### src/rtl/fpu_exception_resolver.sv
// ---------------------------------------------------------------------------
// fpu_exception_resolver
//
// This stage sits directly after EXCEPTION_MODULE in the 8-bit FPU. The FP8
// format is 1 sign bit, 4 exponent bits and 3 mantissa bits.
//
// It accepts one request at a time. An exceptional request is turned into an
// IEEE-style special result inside this block. Any other request goes to the
// arithmetic core, and the block waits for the core result. The final result
// leaves over a valid/ready handshake. Exception flags are sticky.
//
// Optional feature: define FPU_EXC_TIMEOUT_EN to enable a watchdog on the core.
// If the core does not answer within TIMEOUT_CYCLES cycles of WAIT_CORE, the
// request is forced to complete as a quiet NaN tagged sNaN, and the timeout
// flag is set. Without the macro there is no counter and bit 4 stays 0.
//
// Ports
//   CLK, RST_N          clock, async active-low reset
//   IN_VALID/IN_READY   request handshake
//   FP_OPERATION        opcode (add/sub/mul/div)
//   OP_A, OP_B          operands
//   OP_IS_EXCEPTION     upstream detected an exception
//   FP_EXCE             upstream exception code
//   CORE_START          one-cycle launch pulse to the arithmetic core
//   CORE_OP/A/B         registered request fields forwarded to the core
//   CORE_DONE           core result valid (single-cycle pulse)
//   CORE_RESULT         core result
//   OUT_VALID/OUT_READY result handshake
//   RESULT, RESULT_EXCE final result and its exception tag
//   STICKY_FLAGS        {timeout, zero_div, invalid_inf, snan, qnan}
//   FLAGS_CLR           synchronous clear; a simultaneous set wins
//
// Exception codes mirror FPU_PACK.v:
//   NO=0, qNAN=1, sNAN=2, INF=3, ZERO_DIV=4
//
// State | meaning
// ------+-----------------------------------------------
// IDLE  | ready for a request
// RESOLVE | build the special result from the latched code
// WAIT_CORE | core launched, waiting for CORE_DONE
// OUTPUT | result presented until OUT_READY
// ---------------------------------------------------------------------------
module fpu_exception_resolver #(
  parameter logic [7:0] QNAN_VAL       = 8'h7C,
  parameter logic [6:0] INF_MAG        = 7'h78,
  parameter int         TIMEOUT_CYCLES = 16
) (
  input  logic       CLK,
  input  logic       RST_N,
  input  logic       IN_VALID,
  output logic       IN_READY,
  input  logic [1:0] FP_OPERATION,
  input  logic [7:0] OP_A,
  input  logic [7:0] OP_B,
  input  logic       OP_IS_EXCEPTION,
  input  logic [2:0] FP_EXCE,
  output logic       CORE_START,
  output logic [1:0] CORE_OP,
  output logic [7:0] CORE_A,
  output logic [7:0] CORE_B,
  input  logic       CORE_DONE,
  input  logic [7:0] CORE_RESULT,
  output logic       OUT_VALID,
  input  logic       OUT_READY,
  output logic [7:0] RESULT,
  output logic [2:0] RESULT_EXCE,
  output logic [4:0] STICKY_FLAGS,
  input  logic       FLAGS_CLR
);

  localparam logic [2:0] EXC_NO    = 3'd0;
  localparam logic [2:0] EXC_QNAN  = 3'd1;
  localparam logic [2:0] EXC_SNAN  = 3'd2;
  localparam logic [2:0] EXC_INF   = 3'd3;
  localparam logic [2:0] EXC_ZDIV  = 3'd4;

  localparam logic [1:0] S_IDLE    = 2'd0;
  localparam logic [1:0] S_RESOLVE = 2'd1;
  localparam logic [1:0] S_WAIT    = 2'd2;
  localparam logic [1:0] S_OUTPUT  = 2'd3;

  logic [1:0] state_q, state_d;
  logic [1:0] op_q, op_d;
  logic [7:0] a_q, a_d, b_q, b_d;
  logic [2:0] code_q, code_d;
  logic [7:0] result_q, result_d;
  logic [2:0] rexce_q, rexce_d;
  logic       start_q, start_d;
  logic [4:0] flags_q, flags_d, flags_set;

  logic       a_nan, a_zero;
  logic [7:0] res_special;
  logic [2:0] code_special;
  logic [4:0] flag_special;

`ifdef FPU_EXC_TIMEOUT_EN
  localparam int TW = (TIMEOUT_CYCLES > 1) ? $clog2(TIMEOUT_CYCLES) : 1;
  localparam logic [TW-1:0] WD_LOAD = TW'(TIMEOUT_CYCLES - 1);
  logic [TW-1:0] wd_q, wd_d;

  // Down-counter: loaded while idle, so it is fresh on entry to WAIT_CORE.
  // It reaches zero in the last allowed WAIT_CORE cycle.
  always_comb begin
    wd_d = wd_q;
    if (state_q == S_IDLE) wd_d = WD_LOAD;
    else if (state_q == S_WAIT && wd_q != '0) wd_d = wd_q - 1'b1;
  end

  always_ff @(posedge CLK or negedge RST_N) begin
    if (!RST_N) wd_q <= WD_LOAD;
    else        wd_q <= wd_d;
  end
`endif

  assign a_nan  = (&a_q[6:3]) && (|a_q[2:0]);
  assign a_zero = ~|a_q[6:0];

  // Special result for the latched code. Any code not listed here
  // (including NO_EXCE with OP_IS_EXCEPTION set) is treated as sNaN.
  always_comb begin
    res_special  = QNAN_VAL;
    code_special = EXC_SNAN;
    flag_special = 5'b00010;
    case (code_q)
      EXC_QNAN: begin
        res_special  = a_nan ? a_q : b_q;
        code_special = EXC_QNAN;
        flag_special = 5'b00001;
      end
      EXC_INF: begin
        res_special  = QNAN_VAL;
        code_special = EXC_INF;
        flag_special = 5'b00100;
      end
      EXC_ZDIV: begin
        res_special  = a_zero ? QNAN_VAL : {a_q[7] ^ b_q[7], INF_MAG};
        code_special = EXC_ZDIV;
        flag_special = 5'b01000;
      end
      default: ;
    endcase
  end

  always_comb begin
    state_d   = state_q;
    op_d      = op_q;
    a_d       = a_q;
    b_d       = b_q;
    code_d    = code_q;
    result_d  = result_q;
    rexce_d   = rexce_q;
    start_d   = 1'b0;
    flags_set = '0;
    case (state_q)
      S_IDLE: begin
        if (IN_VALID) begin
          op_d   = FP_OPERATION;
          a_d    = OP_A;
          b_d    = OP_B;
          code_d = FP_EXCE;
          if (OP_IS_EXCEPTION) begin
            state_d = S_RESOLVE;
          end else begin
            start_d = 1'b1;
            state_d = S_WAIT;
          end
        end
      end
      S_RESOLVE: begin
        result_d  = res_special;
        rexce_d   = code_special;
        flags_set = flag_special;
        state_d   = S_OUTPUT;
      end
      S_WAIT: begin
        if (CORE_DONE) begin
          result_d = CORE_RESULT;
          rexce_d  = EXC_NO;
          state_d  = S_OUTPUT;
        end
`ifdef FPU_EXC_TIMEOUT_EN
        else if (wd_q == '0) begin
          result_d     = QNAN_VAL;
          rexce_d      = EXC_SNAN;
          flags_set[4] = 1'b1;
          state_d      = S_OUTPUT;
        end
`endif
      end
      default: begin
        if (OUT_READY) state_d = S_IDLE;
      end
    endcase
    // A set in the same cycle as a clear takes priority.
    flags_d = (FLAGS_CLR ? 5'b00000 : flags_q) | flags_set;
  end

  always_ff @(posedge CLK or negedge RST_N) begin
    if (!RST_N) begin
      state_q  <= S_IDLE;
      op_q     <= '0;
      a_q      <= '0;
      b_q      <= '0;
      code_q   <= EXC_NO;
      result_q <= '0;
      rexce_q  <= EXC_NO;
      start_q  <= 1'b0;
      flags_q  <= '0;
    end else begin
      state_q  <= state_d;
      op_q     <= op_d;
      a_q      <= a_d;
      b_q      <= b_d;
      code_q   <= code_d;
      result_q <= result_d;
      rexce_q  <= rexce_d;
      start_q  <= start_d;
      flags_q  <= flags_d;
    end
  end

  assign IN_READY     = (state_q == S_IDLE);
  assign OUT_VALID    = (state_q == S_OUTPUT);
  assign CORE_START   = start_q;
  assign CORE_OP      = op_q;
  assign CORE_A       = a_q;
  assign CORE_B       = b_q;
  assign RESULT       = result_q;
  assign RESULT_EXCE  = rexce_q;
  assign STICKY_FLAGS = flags_q;

endmodule

### config.mk
export PLATFORM = sky130hd
export DESIGN_NAME = fpu_exception_resolver
export DESIGN_NICKNAME = d
export VERILOG_FILES = /design/src/rtl/fpu_exception_resolver.sv
export SDC_FILE = /design/constraint.sdc
export NUM_CORES = 1
export LEC_CHECK = 0
export CAP_MARGIN = 40
export CORE_MARGIN = 2
export CORE_UTILIZATION = 35
export CTS_CLUSTER_DIAMETER = 150
export CTS_CLUSTER_SIZE = 28
export DETAILED_ROUTE_END_ITERATION = 7
export DONT_BUFFER_PORTS = 1
export REMOVE_ABC_BUFFERS = 1
export SLEW_MARGIN = 30
export SYNTH_ARGS = -nofsm -noshare
export SYNTH_HDL_FRONTEND = slang
export SYNTH_SLANG_ARGS = --single-unit
### constraint.sdc
create_clock -name CLK -period 2.45 [get_ports CLK]
set_input_delay 0.49 -clock CLK [delete_from_list [all_inputs] [get_ports CLK]]
set_output_delay 0.49 -clock CLK [all_outputs]
set_load 0.03 [all_outputs]
======== Yosys cells after proc, flatten, opt, wreduce, memory -nomap -nowiden ========
Cells that the tools add are included.
word-level totals
  logic and storage cells ................. 48
  ROM bits ................................ 0
  flip-flop bits (word level) ............. 40
  memories ................................ 0
  latch bits .............................. 0
  output and inout port bits .............. 37
  bits in writable memories ............... 0
operators by class
  multiplexer cells ....................... 19
  reduce and logical (&&, ||, !) cells .... 10
  shift-type cells ........................ 0
  order comparisons ....................... 0
  multipliers ............................. 0
  bitwise gates (word level) .............. 2
  div/mod/pow operators ................... 0
  eq/ne operators ......................... 8
  $add $sub $neg .......................... 0
operators with widths
  operator              number
  $pmux W8 S2           2
  $mux W8               3
  $pmux W4 S3           1
  $mux W5               2
  $pmux W3 S3           1
  $mux W2               4
  $reduce_or A7 Y1      1
  $pmux W2 S3           1
  $pmux W3 S2           1
  $or A5 B5 Y5          1
  $eq A2 B2 Y1 const B  2
  $ne A2 B2 Y1 const B  2
  $reduce_and A2 Y1     2
  $reduce_and A4 Y1     1
  $reduce_bool A4 Y1    1
  $eq A3 B1 Y1 const B  1
  $eq A3 B2 Y1 const B  1
  $eq A3 B3 Y1 const B  1
  $mux W1               3
  $mux W3               1
  $reduce_and A3 Y1     1
  $reduce_or A3 Y1      1
  $eq A2 B1 Y1 const B  1
  $logic_not A2 Y1      1
  other kinds (3)       3

======== Depth between registers and ports, before layout ========
  depth in word-level cells ............... 5
  mapped depth ............................ 8

======== Least setup slack after synthesis ========
OpenSTA, ideal clock, no wires.
  kind .................................... register to register
  from .................................... reg state_q[0]
  to ...................................... reg result_q[3], in the netlist RESULT[3]
  setup slack ............................. 0.669 ns
  arrival time ............................ 1.644 ns
  period minus slack after synthesis ...... 1.781 ns
  library setup time ...................... 0.137 ns
  cell stages (with the launch flop) ...... 8
  data required time ...................... 2.313 ns
  cell sequence ........................... dfrtp_1 -> inv_1 -> ha_1 -> buf_6 -> or4b_4 -> o21bai_4 -> o22ai_1 -> a21oi_1
between the ends
  word-level cells in the longest chain between the ends .. 3
  elaborated cells between the ends (all ways) .. 6
  those cells by class .................... 3 x eq/ne; 1 x mux; 2 x reduce/logical
ends and longest elaborated chain
  what                                                                 RTL line  text
  start: declaration                                                   82        logic [1:0] state_q, state_d;
  start signal: assignment                                             210       state_q <= state_d;
  $eq A2 B2 Y1 / $eq A2 B1 Y1 (equally long branches)                  154       case (state_q)
  $ne A2 B2 Y1 (no line) / $reduce_bool A2 Y1 (equally long branches)  -
  $reduce_and A2 Y1 (no line)                                          -
  end signal: assignment                                               215       result_q <= result_d;
  end: declaration                                                     86        logic [7:0] result_q, result_d;
Parallel ways exist; a longest one is shown, timed or not.
A chain may end at the register's enable or synchronous reset.

======== Worst setup path in the final report ========
  from .................................... reg state_q[0]
  to ...................................... reg result_q[6], in the netlist RESULT[6]
The elaborated chain is that of the path after synthesis.

==> metrics.txt <==
# TYPE chip_impl_metric gauge
chip_impl_metric{name="antenna_violations_before_repair",unit=""} 0
chip_impl_metric{name="placement.setup.worst_slack",unit="ps"} 523
chip_impl_metric{name="clock_sinks",unit=""} 39
chip_impl_metric{name="hold_viol",unit=""} 0
chip_impl_metric{name="floorplan.core_area",unit="um^2"} 5040
chip_impl_metric{name="floorplan.die_area",unit="um^2"} 5740
chip_impl_metric{name="seq_area_frac_synth",unit="%"} 54.1
chip_impl_metric{name="first_global_vias",unit=""} 1259
chip_impl_metric{name="fin_setup_tns",unit="ps"} 0
chip_impl_metric{name="dp.cells",unit=""} 218
chip_impl_metric{name="yosysWarnings",unit=""} 0
chip_impl_metric{name="fp.dieW",unit="um"} 75.8
chip_impl_metric{name="worstRegToRegCells",unit=""} 6
chip_impl_metric{name="worst_skew_late_latency",unit="ps"} 300
chip_impl_metric{name="via_count",unit=""} 1177
chip_impl_metric{name="final_critical_path_setup_slack",unit="ps"} 529
chip_impl_metric{name="num_io_pins",unit=""} 73
chip_impl_info{name="critPathCaptureType",value="flop"} 1
chip_impl_metric{name="power.ir.vdd_worst",unit="uV"} 667
chip_impl_metric{name="report.final.slew_viol_count",unit=""} 0
chip_impl_metric{name="globalRoute.totalOverflow",unit=""} 0
chip_impl_info{name="grt_setup_unrepaired",value="no"} 1
chip_impl_metric{name="post-route-cell-area",unit="um^2"} 2000
chip_impl_metric{name="synthesis.area_per_instance",unit="um^2"} 11.8
chip_impl_metric{name="maxCapViolations",unit=""} 0
chip_impl_info{name="synth_top_flop_cell",value="sky130_fd_sc_hd__dfrtp_1"} 1
chip_impl_metric{name="drc_errors",unit=""} 0
chip_impl_info{name="yosys.area.top_type",value="sky130_fd_sc_hd__dfrtp_1"} 1
chip_impl_metric{name="fin_worst_skew",unit="ps"} 14.7
chip_impl_metric{name="ys_types",unit=""} 39
chip_impl_metric{name="worst-path-max-fanout",unit=""} 10
chip_impl_metric{name="nets",unit=""} 196
chip_impl_metric{name="floorplan.initialDensity",unit="%"} 35.8
chip_impl_metric{name="postRouteAntennaNets",unit=""} 0
chip_impl_metric{name="reg2reg_setup_slack",unit="ps"} 530
chip_impl_info{name="worstHoldPathType",value="in -> async"} 1
chip_impl_metric{name="grt_max_degree",unit=""} 40
chip_impl_info{name="ctsRootBufferMaster",value="sky130_fd_sc_hd__clkbuf_8"} 1
chip_impl_metric{name="antennaDiodeCount",unit=""} 0
chip_impl_metric{name="io_buffer_count",unit=""} 0
chip_impl_metric{name="power.density",unit="nW/um^2"} 1620
chip_impl_metric{name="setup_violations",unit=""} 0
chip_impl_metric{name="clk_transition_reported_paths",unit="ps"} 80
chip_impl_metric{name="drtIter0Drc",unit=""} 58
chip_impl_metric{name="worstPathRequired",unit="ps"} 2620
chip_impl_info{name="library_cell_with_the_highest_instance_count_after_synthesis",value="sky130_fd_sc_hd__dfrtp_1"} 1
chip_impl_metric{name="max_freq",unit="MHz"} 521
chip_impl_info{name="sort_of_element_at_the_start_of_the_critical_path",value="flop"} 1
chip_impl_metric{name="fillers",unit=""} 481
chip_impl_metric{name="synth-edff-count",unit=""} 0
chip_impl_metric{name="die_height",unit="um"} 75.8
chip_impl_metric{name="final_layout_size_suffix_gt1_share",unit="%"} 22.9
chip_impl_metric{name="detail_route.first_pass.iterations",unit=""} 4
chip_impl_metric{name="ys_seq_elements",unit=""} 39
chip_impl_metric{name="overall_global_routing_usage",unit="%"} 14.3
chip_impl_metric{name="placer_congestion_estimate",unit=""} 0.805
chip_impl_info{name="tritoncts_clock_tree",value="done"} 1
chip_impl_metric{name="layout.cells.non_filler",unit=""} 227
chip_impl_metric{name="route.detailed.vias_per_inst",unit=""} 5.19
chip_impl_metric{name="wirelength",unit="mm"} 3.99
chip_impl_metric{name="syn_area",unit="um^2"} 1800
chip_impl_info{name="crit-reg2reg-capture",value="RESULT[6]"} 1
chip_impl_metric{name="fp-row-count",unit=""} 26
chip_impl_metric{name="async_flop_share",unit="%"} 100
chip_impl_metric{name="post-cts-setup-buffer-count",unit=""} 0
chip_impl_metric{name="drt-wirelength-per-cell",unit="um"} 17.6
chip_impl_info{name="synth_top_cells_by_area",value="sky130_fd_sc_hd__dfrtp_1 54%, sky130_fd_sc_hd__mux2_2 14%, sky130_fd_sc_hd__a21oi_1 2.8%"} 1
chip_impl_metric{name="arrival",unit="ps"} 2090
chip_impl_metric{name="placed_area",unit="um^2"} 1860
chip_impl_info{name="crit-reg2reg-launch",value="state_q[0]"} 1
chip_impl_metric{name="global_route_wire_length_before_repair",unit="mm"} 6.02
chip_impl_metric{name="hpwlAfterDp",unit="mm"} 3.12
chip_impl_metric{name="worst_max_slew_margin_expressed_relative_to_the_limit",unit="%"} 49.0
chip_impl_metric{name="power.leakage",unit="uW"} 0.000838
chip_impl_metric{name="yosys.area.top_type_share",unit="%"} 54.1
chip_impl_info{name="synth.cells.most_frequent",value="39 x sky130_fd_sc_hd__dfrtp_1, 22 x sky130_fd_sc_hd__mux2_2, 10 x sky130_fd_sc_hd__a21oi_1, 10 x sky130_fd_sc_hd__nor2_1, 9 x sky130_fd_sc_hd__nand2_1"} 1
chip_impl_metric{name="min_period_over_period",unit="%"} 78.4
chip_impl_metric{name="final_period_minus_worst_setup_slack",unit="ps"} 1920
chip_impl_info{name="status",value="complete, no violations"} 1
chip_impl_metric{name="area.growth.synth_to_final",unit="%"} 10.9
chip_impl_metric{name="worst_pin_slew",unit="ps"} 763
chip_impl_metric{name="cts_max_path_buffers",unit=""} 2
chip_impl_metric{name="cts-htree-levels",unit=""} 2
chip_impl_metric{name="cts_buffers",unit=""} 5
chip_impl_metric{name="synth_cells",unit=""} 153
chip_impl_info{name="worst-setup-path-type",value="reg -> reg"} 1
==> critical path: stages, from the launching register on <==
cell                       delay, ps
sky130_fd_sc_hd__dfrtp_1         390
sky130_fd_sc_hd__inv_1            90
sky130_fd_sc_hd__ha_1            300
sky130_fd_sc_hd__or4b_4          570
sky130_fd_sc_hd__o21bai_4        200
sky130_fd_sc_hd__o22ai_1         160
sky130_fd_sc_hd__a21oi_1         100
==> cells in the final DEF (no fill, tap or decap), drive strengths merged, types with 4 or more instances in the layout <==
cell    instances
nor2           10
o22ai           4
mux2i           4
dfrtp          39
nand2           9
mux2           22
ha              4
a31oi           4
clkbuf          6
a21oi          10
inv             6
o21ai           6
==> area by class of cell <==
| cell class | instances | area (um^2) | area share, % |
|---|---|---|---|
| inverters | 6 | 22.5 | 1.13 |
| clock buffers | 6 | 82.6 | 4.13 |
| flip-flops and latches | 39 | 976 | 48.8 |
| multi-input cells | 102 | 769 | 38.5 |
| well taps | 70 | 87.6 | 4.38 |
| repair buffers | 2 | 27.5 | 1.38 |
| clock inverters | 2 | 35.0 | 1.75 |
==> per-layer routing <==
layer  vias to the layer above  GRT usage [%]  wire length, um
met3                         5           6.75              375
met2                        43           23.1             1980
li1                        554              -                -
met5                         -              0                0
met1                       575           16.5             1570
met4                         0           5.26               58
==> timing repair <==
| action | CTS | global route |
|---|---|---|
| endpoints found under the setup margin | 0 | 0 |
| resized for setup | 0 | 0 |
| hold endpoints to repair | 39 | 0 |
| hold buffers | 1 | 0 |
==> metrics by stage <==
| stage | utilization (%) | power, uW | hold slack [ps] |
|---|---|---|---|
| after floorplan | - | 2420 | 194 |
| after global placement | 36.9 | 2630 | 196 |
| after detailed placement | 36.9 | 2690 | 195 |
| after CTS | 39.7 | 3250 | 33.6 |
| after global routing | 39.7 | 3430 | 30.5 |
| final | 39.7 | 3230 | 19.7 |
==> worst max-delay path by stage <==
stage,start,to,slack [ps]
2_1_floorplan,state_q[0],state_q[1],290
3_3_place_gp,state_q[0],RESULT[3],630
3_5_place_dp,state_q[0],RESULT[6],520
4_1_cts,state_q[0],RESULT[6],510
5_1_grt,state_q[0],RESULT[5],450
6_report,state_q[0],RESULT[6],530
==> flip-flops by register name (all words and copies together) (netlist names) <==
name / cells
RESULT: 8
code_q: 3
state_q: 2
STICKY_FLAGS: 4
CORE_START: 1
RESULT_EXCE: 3
CORE_OP: 2
CORE_B: 8
CORE_A: 8
==> logic make-up (layout without fill, tap and decap cells) <==
logic type	count (synthesis)	count (layout)	share of synthesized area (%)
AOI/OAI and AO/OA	32	32	11.6
xor gates and xnor gates	1	1	0.486
adders and majority gates	4	4	2.77
buffers and inverters	12	16	3.26
DFF	39	39	54.1
muxes	26	26	16.0
other	1	1	0.208
and+or+nand+nor	38	38	11.7
==> where the power goes <==
part | total (uW) | switching (uW) | internal, uW
logic | 987 | 521 | 466
registers | 1700 | 777 | 923
clock network | 548 | 218 | 329
(Power assumes the default switching activity.)
